**src/rtl/cache_controller.sv**
```systemverilog
// Blocking single-word cache controller: read lookup, miss fill, write-through, memory timeout.
// Optional hit/miss statistics counters are enabled by defining CACHE_CTRL_STATS_EN.
module cache_controller #(
  parameter int unsigned MEM_TIMEOUT = 255
) (
  input  logic        clk,
  input  logic        rst,
  input  logic        cpu_req,
  input  logic        cpu_we,
  input  logic [15:0] cpu_addr,
  input  logic [15:0] cpu_wdata,
  output logic        cpu_ready,
  output logic [15:0] cpu_rdata,
  output logic        cpu_err,
  output logic [15:0] c_addr,
  output logic [15:0] c_wdata,
  output logic        c_wcmd,
  input  logic [15:0] c_rdata,
  input  logic        c_hit,
  output logic        mem_req,
  output logic        mem_we,
  output logic [15:0] mem_addr,
  output logic [15:0] mem_wdata,
  input  logic        mem_ack,
  input  logic [15:0] mem_rdata
`ifdef CACHE_CTRL_STATS_EN
  ,
  output logic [15:0] hit_count,
  output logic [15:0] miss_count
`endif
);

  typedef enum logic [2:0] {IDLE, LOOKUP, CHECK, MEM_RD, MEM_WR, FILL, DONE} state_t;

  state_t      state_q, state_d;
  logic        we_q, we_d;
  logic [15:0] addr_q, addr_d;
  logic [15:0] data_q, data_d;
  logic        err_q, err_d;
  logic [15:0] cnt_q, cnt_d;

  logic        cpu_ready_q, cpu_ready_d;
  logic        cpu_err_q, cpu_err_d;
  logic [15:0] cpu_rdata_q, cpu_rdata_d;
  logic        c_wcmd_q, c_wcmd_d;
  logic [15:0] c_addr_q, c_addr_d;
  logic [15:0] c_wdata_q, c_wdata_d;
  logic        mem_req_q, mem_req_d;
  logic        mem_we_q, mem_we_d;
  logic [15:0] mem_addr_q, mem_addr_d;
  logic [15:0] mem_wdata_q, mem_wdata_d;

  always_comb begin
    state_d = state_q;
    we_d    = we_q;
    addr_d  = addr_q;
    data_d  = data_q;
    err_d   = err_q;
    cnt_d   = cnt_q;
    case (state_q)
      IDLE: begin
        if (cpu_req) begin
          we_d    = cpu_we;
          addr_d  = cpu_addr;
          data_d  = cpu_we ? cpu_wdata : 16'h0000;
          err_d   = 1'b0;
          cnt_d   = 16'h0000;
          state_d = cpu_we ? MEM_WR : LOOKUP;
        end
      end
      LOOKUP: state_d = CHECK;
      CHECK: begin
        if (c_hit) begin
          data_d  = c_rdata;
          state_d = DONE;
        end else begin
          cnt_d   = 16'h0000;
          state_d = MEM_RD;
        end
      end
      MEM_RD, MEM_WR: begin
        // An ack arriving in the same cycle the timeout is reached still completes the access.
        if (mem_ack) begin
          if (state_q == MEM_RD) data_d = mem_rdata;
          state_d = FILL;
        end else if (({1'b0, cnt_q} + 17'd1) == 17'(MEM_TIMEOUT)) begin
          err_d   = 1'b1;
          state_d = DONE;
        end else begin
          cnt_d = cnt_q + 16'd1;
        end
      end
      FILL:    state_d = DONE;
      DONE:    state_d = IDLE;
      default: state_d = IDLE;
    endcase
  end

  // Outputs are derived from the next state so they are registered yet aligned with it.
  always_comb begin
    cpu_ready_d = (state_d == DONE);
    cpu_err_d   = (state_d == DONE) && err_d;
    cpu_rdata_d = ((state_d == DONE) && !err_d && !we_d) ? data_d : 16'h0000;
    c_wcmd_d    = (state_d == FILL);
    c_addr_d    = ((state_d == LOOKUP) || (state_d == FILL)) ? addr_d : c_addr_q;
    c_wdata_d   = (state_d == FILL) ? data_d : c_wdata_q;
    mem_req_d   = (state_d == MEM_RD) || (state_d == MEM_WR);
    mem_we_d    = (state_d == MEM_WR);
    mem_addr_d  = mem_req_d ? addr_d : mem_addr_q;
    mem_wdata_d = (state_d == MEM_WR) ? data_d : mem_wdata_q;
  end

  always_ff @(posedge clk) begin
    if (rst) begin
      state_q     <= IDLE;
      we_q        <= 1'b0;
      addr_q      <= 16'h0000;
      data_q      <= 16'h0000;
      err_q       <= 1'b0;
      cnt_q       <= 16'h0000;
      cpu_ready_q <= 1'b0;
      cpu_err_q   <= 1'b0;
      cpu_rdata_q <= 16'h0000;
      c_wcmd_q    <= 1'b0;
      c_addr_q    <= 16'h0000;
      c_wdata_q   <= 16'h0000;
      mem_req_q   <= 1'b0;
      mem_we_q    <= 1'b0;
      mem_addr_q  <= 16'h0000;
      mem_wdata_q <= 16'h0000;
    end else begin
      state_q     <= state_d;
      we_q        <= we_d;
      addr_q      <= addr_d;
      data_q      <= data_d;
      err_q       <= err_d;
      cnt_q       <= cnt_d;
      cpu_ready_q <= cpu_ready_d;
      cpu_err_q   <= cpu_err_d;
      cpu_rdata_q <= cpu_rdata_d;
      c_wcmd_q    <= c_wcmd_d;
      c_addr_q    <= c_addr_d;
      c_wdata_q   <= c_wdata_d;
      mem_req_q   <= mem_req_d;
      mem_we_q    <= mem_we_d;
      mem_addr_q  <= mem_addr_d;
      mem_wdata_q <= mem_wdata_d;
    end
  end

  assign cpu_ready = cpu_ready_q;
  assign cpu_err   = cpu_err_q;
  assign cpu_rdata = cpu_rdata_q;
  assign c_wcmd    = c_wcmd_q;
  assign c_addr    = c_addr_q;
  assign c_wdata   = c_wdata_q;
  assign mem_req   = mem_req_q;
  assign mem_we    = mem_we_q;
  assign mem_addr  = mem_addr_q;
  assign mem_wdata = mem_wdata_q;

`ifdef CACHE_CTRL_STATS_EN
  logic [15:0] hit_count_q, miss_count_q;
  logic        hitEvt, missEvt;

  assign hitEvt  = (state_q == CHECK) && c_hit;
  assign missEvt = (state_q == CHECK) && !c_hit;

  // Saturating counters so long runs never wrap back to small values.
  always_ff @(posedge clk) begin
    if (rst) begin
      hit_count_q  <= 16'h0000;
      miss_count_q <= 16'h0000;
    end else begin
      if (hitEvt && (hit_count_q != 16'hFFFF))   hit_count_q  <= hit_count_q + 16'd1;
      if (missEvt && (miss_count_q != 16'hFFFF)) miss_count_q <= miss_count_q + 16'd1;
    end
  end

  assign hit_count  = hit_count_q;
  assign miss_count = miss_count_q;
`endif

endmodule

```
**config.mk**
```make
export PLATFORM = sky130hd
export DESIGN_NAME = cache_controller
export DESIGN_NICKNAME = d
export VERILOG_FILES = /design/src/rtl/cache_controller.sv
export SDC_FILE = /design/constraint.sdc
export NUM_CORES = 1
export LEC_CHECK = 0
export ABC_AREA = 1
export CAP_MARGIN = 20
export CORE_ASPECT_RATIO = 1.2
export CORE_MARGIN = 5
export CORE_UTILIZATION = 49
export CTS_CLUSTER_SIZE = 16
export DETAILED_ROUTE_END_ITERATION = 10
export GPL_TIMING_DRIVEN = 0
export PLACE_DENSITY = 0.81
export SETUP_SLACK_MARGIN = 0.2
export SYNTH_ARGS = -nofsm -noshare
export SYNTH_HDL_FRONTEND = slang
export SYNTH_SLANG_ARGS = --single-unit
```
**constraint.sdc**
```tcl
create_clock -name clk -period 2.8 [get_ports clk]
set_clock_uncertainty 0.05 [all_clocks]
set_input_delay 0.28 -clock clk [delete_from_list [all_inputs] [get_ports clk]]
set_output_delay 0.28 -clock clk [all_outputs]
set_load 0.01 [all_outputs]
```
==> metrics.txt, run 1 <==
final setup vio count=0; total CTS buffers=17; combinational power share=0.316; initial antenna violation count=0; GPL Wtd Cong=0.879; post-synthesis register bit count=138; DR vias=5811; Compound-Gate Fraction of Synth Area=0.139; CTS H-tree depth=4; DRC errors left=0; HP Class=reg -> reg; CTS root buf=clkbuf_16; Synth top area share=0.466; core area=12000 um^2; die width=110 um; cts hold-fix bufs=0; first-pass GRT wire length=28.5 mm; reg-to-reg slack, setup=0.32 ns; top_reg_cell synth=dfxtp_1; Final Util=0.709; Clock Latency Late Sink=0.42 ns; Pwr Density=808 nW/um^2; hold path cells=2; VDD IR-drop max=0.614 mV; share of power burned in registers=0.359; Critical-path top delay cell=dfxtp_2; Syn Area/Cell=7.83 um^2; Slew Viols, Final=0; share of cells above drive strength 1=0.147; Synth area leader=dfxtp_1; critical path type=reg -> reg; Mapped Nets=829; routed len/inst=16.4 um; worst path required time=3.08 ns; top cells by count, synth=dfxtp_1 (138), nand2_1 (127), nor2_1 (125); Setup TNS=0 ns; Clock transition at path regs=0.07 ns; CP startpoint kind=register; Hold Path End=c_addr[10]; reg2reg start=cnt_q[0]; EDFF count, synth=0; largest net degree at the start of global routing=17; die height=130 um; crit path max fanout=10; Ports=155; Mapped Cells=757; cell mode on critical path=nand2_1; largest family of logic cells by synthesized area=simple AND/OR/NAND/NOR gates; Clk pwr share=0.325; area grow syn2layout=43.6%; ys async rst share=0; post-DP HPWL=12.9 mm; IO Port Bufs=154; Total Routing Usage GR=0.257; Synth area leaders=dfxtp_1 (47%), nand2_1 (8.0%), nor2_1 (7.9%); most frequent cell after synthesis=dfxtp_1; worst reg2reg path endpoint=mem_addr[11]; antenna-violating nets left=0; leakage=0.00352 uW; Worst Setup End Kind=register; P_int=4570 uW; Netlist cell types=38; post-synthesis mux area share=0.0236; vias per cell=5.23; DRT Wirelength=18.3 mm; yosys warns=0; adder-cell area share of the yosys netlist=0.00422; Syn Std Cell Area=5930 um^2; number of max-cap violations=0; initial core utilization=0.494; num rows=44; n_diodes=0; grt ovf=0; worst-case clock buffer depth=2; Nets=1010; vias in the first global route=5658; switch share=0.334; Slew headroom=0.540; Crit path largest cell delay=0.38 ns; Initial DRC Count=291; FF-to-FF path depth=17; Min Hold Slack=0.395 ns; die area=14400 um^2; cell family with most CP delay=simple AND/OR/NAND/NOR gates; Hold Startpoint=c_addr[10]; Fmax=404 MHz; CTS tree=yes; RSZ-0062 raised after global routing=yes; Synth Area in Simple Gates=0.287; min Tclk post-route=2.48 ns; crit path buf inv count=1; fin crit share=0.885; sequential area share after synthesis=0.466; Worst EP arrival=2.75 ns; Total Power=6870 uW; clk sinks=138; Synth Area in XOR/XNOR=0.00443; First-pass DRT Iterations=5; Final Hold Vio Count=0; switching pwr=2300 uW; status=finished, final reports clean; critical path cell sequence=ha_4 > nand2_2 > nor2_8 > nand2_1 > nand2_1 > nand3_1 > nor2_1 > nand2_1 > nor2_4 > nand2_4 > nand2_1 > nand2_2 > nand2_1 > clkbuf_4 > nand3_1 > nand2_1 > nor2_2; Slew @ Worst Pin=0.690 ns
## per-stage QoR
stage	instance area, um^2	worst slack [ns]	std cells
final	8510	0.322	1112
after global placement	7670	-0.0370	1072
after detailed placement	7670	-0.0462	1072
after global routing	8510	0.142	1112
after CTS	8270	0.212	1104
after floorplan	5930	0.483	757
## cell families (layout without fill, tap and decap cells)
family                     Yosys count  after routing
DFF                                138            138
muxes                               14             14
AOI/OAI and AO/OA                  126            126
xor gates and xnor gates             3              3
adders and majority gates            2              2
and+or+nand+nor                    368            368
buffers and inverters              106            300
## power by group through the flow
stage / clock (uW) / combinational (uW) / sequential [uW]
global route: 2340 / 2390 / 2500
finish: 2230 / 2170 / 2470
detailed placement: 0 / 2030 / 2490
CTS: 2230 / 2050 / 2460
floorplan: 0 / 1140 / 2550
global placement: 0 / 2000 / 2480
## state kept, by name (all words and copies together), names as in the netlist, 3 cells and up
name and count:
addr_q 16, c_addr 16, c_wdata 16, cnt_q 16, cpu_rdata 16, data_q 16, mem_addr 16, mem_wdata 16
state_q 3
## cells in the final DEF, fill, tap and decap left out, types with 17 or more instances in the layout
| master | synthesis | routed |
|---|---|---|
| nand3_1 | 34 | 32 |
| nor2_1 | 125 | 124 |
| dfxtp_1 | 138 | 134 |
| nor2_2 | 24 | 21 |
| o21ai_0 | 25 | 24 |
| inv_1 | 63 | 63 |
| a21oi_1 | 39 | 39 |
| clkbuf_1 | 17 | 19 |
| clkbuf_16 | 0 | 17 |
| nand2_1 | 127 | 125 |
| clkdlybuf4s50_1 | 0 | 154 |
| a211oi_1 | 25 | 22 |
## per-layer routing
metal,vias to the layer above,GRT usage,part of all wire
met4,0,0.0833,0.017
li1,2844,-,-
met3,29,0.0801,0.079
met2,210,0.446,0.51
met1,2728,0.300,0.40
met5,-,0,0
## worst reg2reg max path, stage by stage, from the launching register on
cell and delay (ns):
dfxtp_2 0.38, ha_4 0.19, nand2_2 0.10, nor2_8 0.13
nand2_1 0.08, nand2_1 0.13, nand3_1 0.10, nor2_1 0.11
nand2_1 0.08, nor2_4 0.13, nand2_4 0.09, nand2_1 0.08
nand2_2 0.11, nand2_1 0.17, clkbuf_4 0.24, nand3_1 0.10
nand2_1 0.09, nor2_2 0.03
## timing repair
action / CTS / global route
setup endpoints to repair: 42 / 73
setup buffers: 0 / 8
pin swaps: 0 / 6
gates resized for setup: 5 / 43
## cell type report
cell class	count	area, um^2
Fill cell	939	3490
Multi-Input combinational cell	513	2850
Sequential cell	138	2770
Timing Repair Buffer	162	1610
Clock buffer	20	447
Inverter	70	264
Buffer	36	219
Tap cell	161	201
Clock inverter	12	139
## how the worst max path moves through the flow
stage | slack, ns | from | to | depth (start not counted)
floorplan | 0.48 | cnt_q[1] | mem_wdata[2] | 15
global placement | -0.04 | cpu_req | cpu_rdata[14] | 9
detailed placement | -0.05 | cpu_req | cpu_rdata[14] | 9
CTS | 0.21 | cnt_q[0] | cpu_rdata[14] | 16
global route | 0.14 | cnt_q[0] | mem_addr[11] | 17
finish | 0.32 | cnt_q[0] | mem_addr[11] | 17
Note: power is estimated with default switching activity, not from simulation.
==> inputs of run 2 (changes only) <==
Settings changed: CORE_MARGIN 5 to 1.5.
==> run 2 against run 1 <==
Against the previous run:
- utilization up 1.5 points
- sequential share of layout area up 0.18 points
- highest routed layer unchanged
- design area down 0.65%
- maximum frequency up 0.75%
- non-clock buffer count unchanged
- hold slack worse by 0.0013 ns
- first-iteration DRC count up 5.2%
- combinational power about the same
- die area down 11%
- sequential power about the same
- count of clock-buffer cells in the layout down 1
==> metrics.txt, run 2 (same netlist as run 1, synthesis figures left out) <==
status=finished, final reports clean; VDD IR-drop max=0.717 mV; routed len/inst=15.7 um; fin crit share=0.878; first-pass GRT wire length=27.0 mm; total CTS buffers=17; critical path type=reg -> reg; Pwr Density=816 nW/um^2; cell family with most CP delay=simple AND/OR/NAND/NOR gates; design area=8450 um^2; reg2reg start=state_q[2]; initial core utilization=0.508; Total Routing Usage GR=0.279; worst reg2reg path endpoint=cpu_rdata[9]; vias in the first global route=5562; CTS root buf=clkbuf_16; share of cells above drive strength 1=0.140; First-pass DRT Iterations=5; DRT Wirelength=17.4 mm; n_diodes=0; commonest non-fill, non-tap cell in the layout=clkdlybuf4s50_1; grt ovf=0; Cell Count Post-Placement=1068; GPL Wtd Cong=0.862; Initial DRC Count=306; Slew headroom=0.527; Nets=1010; CP startpoint kind=register; Clock transition at path regs=0.06 ns; initial antenna violation count=0; Worst Setup SP=state_q[2]; Ports=155; critical path cell sequence=inv_1 > nand2_1 > nor2_1 > nand2_1 > nor2_4 > clkinvlp_4 > nand2_1 > inv_1 > nand2_2 > buf_4 > nor3_1; final non-filler cell total=1108; worst path required time=3.02 ns; DRC errors left=0; num rows=43; cell mode on critical path=nand2_1; Slew Viols, Final=0; area grow syn2layout=42.7%; clk sinks=138; Worst EP arrival=2.68 ns; min Tclk post-route=2.46 ns; largest net degree at the start of global routing=17; Final Hold Vio Count=0; antenna-violating nets left=0; Total Power=6900 uW; Setup TNS=0 ns; RSZ-0062 raised after global routing=yes; crit path max fanout=10; DR vias=5789; Final Util=0.724; final setup vio count=0; die height=123 um; post-DP HPWL=12.5 mm; vias per cell=5.22; Slew @ Worst Pin=0.710 ns; die width=103 um; IO Port Bufs=154; core area=11700 um^2; number of max-cap violations=0; CTS H-tree depth=4; placed cell area=7660 um^2; Worst Setup End Kind=register; Clock Latency Late Sink=0.42 ns; worst-case clock buffer depth=2; cts hold-fix bufs=0; leakage=0.00352 uW; HP Class=reg -> reg; reg-to-reg slack, setup=0.34 ns; Crit path largest cell delay=0.34 ns; most frequent cells in the layout=clkdlybuf4s50_1 (154), dfxtp_1 (136), nand2_1 (124), nor2_1 (124), inv_1 (62); crit path buf inv count=4; FF-to-FF path depth=11; Fmax=407 MHz; die area=12800 um^2; CTS tree=yes; Levels on crit path=11; Critical-path top delay cell=nor2_4; worst setup path endpoint=cpu_rdata[9]
run 2: cell count changes in the layout (fill, tap and decap cells not counted), moves of 2 or more:
cell and change:
a211oi_1 +3, a211oi_2 -3, buf_4 +3, buf_6 -2
clkbuf_1 -2, clkinv_2 -2, dfxtp_1 +2, dfxtp_2 -2
inv_8 +2, nor3_1 +3, nor3_2 -3, o21ai_0 -2
o21ai_1 +2
run 2: timing repair:
action	4_1_cts	5_1_grt
endpoints found under the setup margin	32	82
resized for setup	5	31
pin swaps	0	8
buffers inserted	0	8
run 2: worst min-delay path, delay by kind of cell (launching register included):
| kind | cells | cell delay [ns] |
|---|---|---|
| flip-flops | 1 | 0.31 |
| AO/OA/AOI/OAI | 1 | 0.05 |
| buffers and inverters | 1 | 0.05 |
run 2: stage by stage:
step / hold slack [ns] / worst slack, ns
floorplan: 0.413 / 0.483
global placement: 0.379 / -0.0297
detailed placement: 0.382 / -0.0456
CTS: 0.393 / 0.227
global route: 0.412 / 0.161
finish: 0.393 / 0.340
run 2: worst min-delay path by stage:
stage	start	slack (ns)	endpoint	cells after the start
3_3_place_gp	c_addr[15]	0.38	c_addr[15]	2
6_report	c_addr[15]	0.39	c_addr[15]	2
5_1_grt	c_addr[15]	0.41	c_addr[15]	2
3_5_place_dp	c_addr[10]	0.38	c_addr[10]	2
4_1_cts	c_addr[15]	0.39	c_addr[15]	2
2_1_floorplan	cpu_addr[0]	0.41	addr_q[0]	2
run 2: report_power, final:
part | total [uW] | internal [uW] | switching [uW]
clock network | 2300 | 1380 | 915
registers | 2460 | 2270 | 183
logic | 2150 | 945 | 1200
run 2: cell type report:
cell class	instances	area [um^2]
buffer	36	209
clock buffer	19	453
clock inverter	13	158
fill	890	3220
inverter	70	267
multi-input combinational	513	2800
sequential	138	2770
tap	157	196
timing repair buffer	162	1600
run 2: per-layer routing:
metal | global-route usage | share of wire
met3 | 0.0741 | 0.069
met2 | 0.457 | 0.48
met4 | 0.139 | 0.038
met1 | 0.334 | 0.41
met5 | 0 | 0
==> RTL change, RTL diff (settings of run 1) <==
The option `CACHE_CTRL_STATS_EN` is turned on by a define.
--- a/src/rtl/cache_controller.sv
+++ b/src/rtl/cache_controller.sv
@@ -2,2 +2,4 @@
 // Optional hit/miss statistics counters are enabled by defining CACHE_CTRL_STATS_EN.
+`define CACHE_CTRL_STATS_EN
+
 module cache_controller #(
Check against the original RTL (old outputs only; new: hit_count and miss_count): equivalent (equiv_simple and equiv_induct, registers matched by name and starting in step).
==> RTL change against run 1 <==
First-iteration DRC count is 76% higher; fmax is 1.2% lower; wire length is 18% higher; area after synthesis is 21% higher; sequential cell count is 32 higher; core utilization is 1.1 points lower; combinational power is 4% higher; power is 8.8% higher; sequential power is 20% higher; cell count is 20% higher; final area is 18% higher; sequential share of layout area is 1.5 points higher; worst setup slack worse by 0.030 ns; largest cell class is now sequential cells; largest power group unchanged.
==> RTL change: results <==
[placement]
dp.cells = 1292
routabilityCongestion = 0.9266
dp_hpwl_um = 15800
placed_area_um2 = 9233
io_buffers = 185

[yosys]
synth-xor-area-share_pct = 0.3669
netlist_top_cells_count = nor2_1, nand2_1, dfxtp_1, inv_1, a21oi_1
muxShareOfSynthArea_pct = 2.236
ys_warn_count = 0
syn_nets = 1006
netlist_top_cells_area = dfxtp_1, nor2_1, nand2_1
synth-compound-area-share_pct = 14.15
netlist-cell-type-count = 40
synthArstFlopShare_pct = 0
netlist_instances = 932
synth_adder_area_share_pct = 0.6988
ys_seq_area_share_pct = 47.52
ys.flop_type = dfxtp_1

[global_routing]
antenna_found_initial = 0
grt_start_max_net_pins = 17
track_usage_pct = 25.04
grt_pass1_wl_um = 34190
grt_pass1_vias = 6773

[power]
ir_drop_mv = 0.4563
power_leakage_nw = 3.967
internal-power_mw = 5.009

[clock_tree]
cts_max_level = 4
cts_made_buffers = 17
clk_latency_ns = 0.43
clk_pin_slew_worst_paths_ns = 0.07
cts_buffer_depth = 2

[routing]
drtIter0Drc = 512
post_drt_via_cell_ratio = 5.234
detail_route.wl_per_cell_um = 16.15
dr.pass1.iters = 5

[setup_path]
endpoint = mem_wdata[5]
reg2reg_depth = 17
rrSetupSlack_ns = 0.29
arrival_ns = 2.82
r2r_start = cnt_q[1]
critPathMaxFanout = 10
cp-start-kind = flop

[hold_path]
hold_class = in2reg
holdPathStages = 2

[timing]
tightest_slew_ns = 0.7259

[finish]
syn_to_final_growth_pct = 39.89
drive_above_1_share_pct = 10.29
layout.nets = 1218
fin_cells = 1332

[outcome]
run_status = complete, no violations
RTL change: cell types whose count changed after synthesis, moves of 10 or more:
cell	run 1	this run
nor2_2	24	7
dfxtp_1	138	170
nor2_1	125	183
a21oi_1	39	51
nand2_1	127	178
a211oi_1	25	15
a221oi_1	0	15
inv_1	63	73
RTL change: cells by family (layout without fill, tap and decap cells):
logic type                 count (synthesis)  in the layout
and+or+nand+nor                          462            462
DFF                                      170            170
AOI/OAI and AO/OA                        155            155
buffers and inverters                    122            347
muxes                                     16             16
adders and majority gates                  4              4
xor gates and xnor gates                   3              3
RTL change: critical path, stage by stage, from the launching register on:
cell and delay [ns]:
dfxtp_4 0.38, ha_4 0.17, nand2_2 0.09, nor2_4 0.16
nand2_1 0.06, nand2_1 0.08, nand3_1 0.09, nor2_1 0.14
nand2_1 0.10, nor2_4 0.12, nand3_2 0.14, nand2_2 0.13
nand3_4 0.10, nor2_4 0.19, buf_4 0.14, buf_6 0.13
nor2_1 0.06, nor2_1 0.10
RTL change: worst min path at each step:
stage | from | slack [ns] | to
4_1_cts | rst | 0.33 | state_q[2]
2_1_floorplan | cpu_wdata[14] | 0.39 | data_q[14]
6_report | rst | 0.35 | state_q[2]
3_3_place_gp | mem_addr[15] | 0.41 | mem_addr[15]
5_1_grt | rst | 0.36 | state_q[2]
3_5_place_dp | mem_addr[10] | 0.42 | mem_addr[10]
RTL change: power groups by stage:
stage	clock network, mW	registers [mW]	logic, mW
after floorplan	0	3.06	1.15
after global placement	0	2.98	2.08
after detailed placement	0	2.99	2.12
after CTS	2.29	2.94	2.15
after global routing	2.41	3.00	2.48
final	2.27	2.96	2.25
RTL change: what timing repair did:
| action | in CTS | in global routing |
|---|---|---|
| setup endpoints to repair | 57 | 97 |
| resized for setup | 3 | 44 |
| buffers inserted | 0 | 8 |
| pin swaps | 0 | 7 |
RTL change: per-layer routing:
layer / wire, um / global-route usage [%] / vias to the layer above / share of wire [%]
met4: 845 / 11.93 / 0 / 3.9
met3: 1222 / 5.527 / 63 / 5.7
li1: - / - / 3497 / -
met1: 8636 / 29.72 / 3191 / 40
met2: 10810 / 43.04 / 221 / 50
met5: 0 / 0 / - / 0
RTL change: per-stage QoR:
step | setup WS, ns | setup TNS (ns) | hold WS (ns)
after floorplan | 0.5511 | 0 | 0.3935
after global placement | -0.1744 | -0.7816 | 0.4078
after detailed placement | -0.1773 | -1.012 | 0.4203
after CTS | 0.2171 | 0 | 0.3334
after global routing | 0.1218 | 0 | 0.3616
final | 0.2917 | 0 | 0.3540
RTL change: cell type report:
cell class | instances | area, um^2
inverter | 81 | 304.0
buffer | 41 | 244.0
multi-input combinational | 640 | 3357
clock inverter | 14 | 136.4
timing repair buffer | 193 | 1916
fill | 1129 | 4335
tap | 175 | 219.0
sequential | 170 | 3413
clock buffer | 18 | 429.2
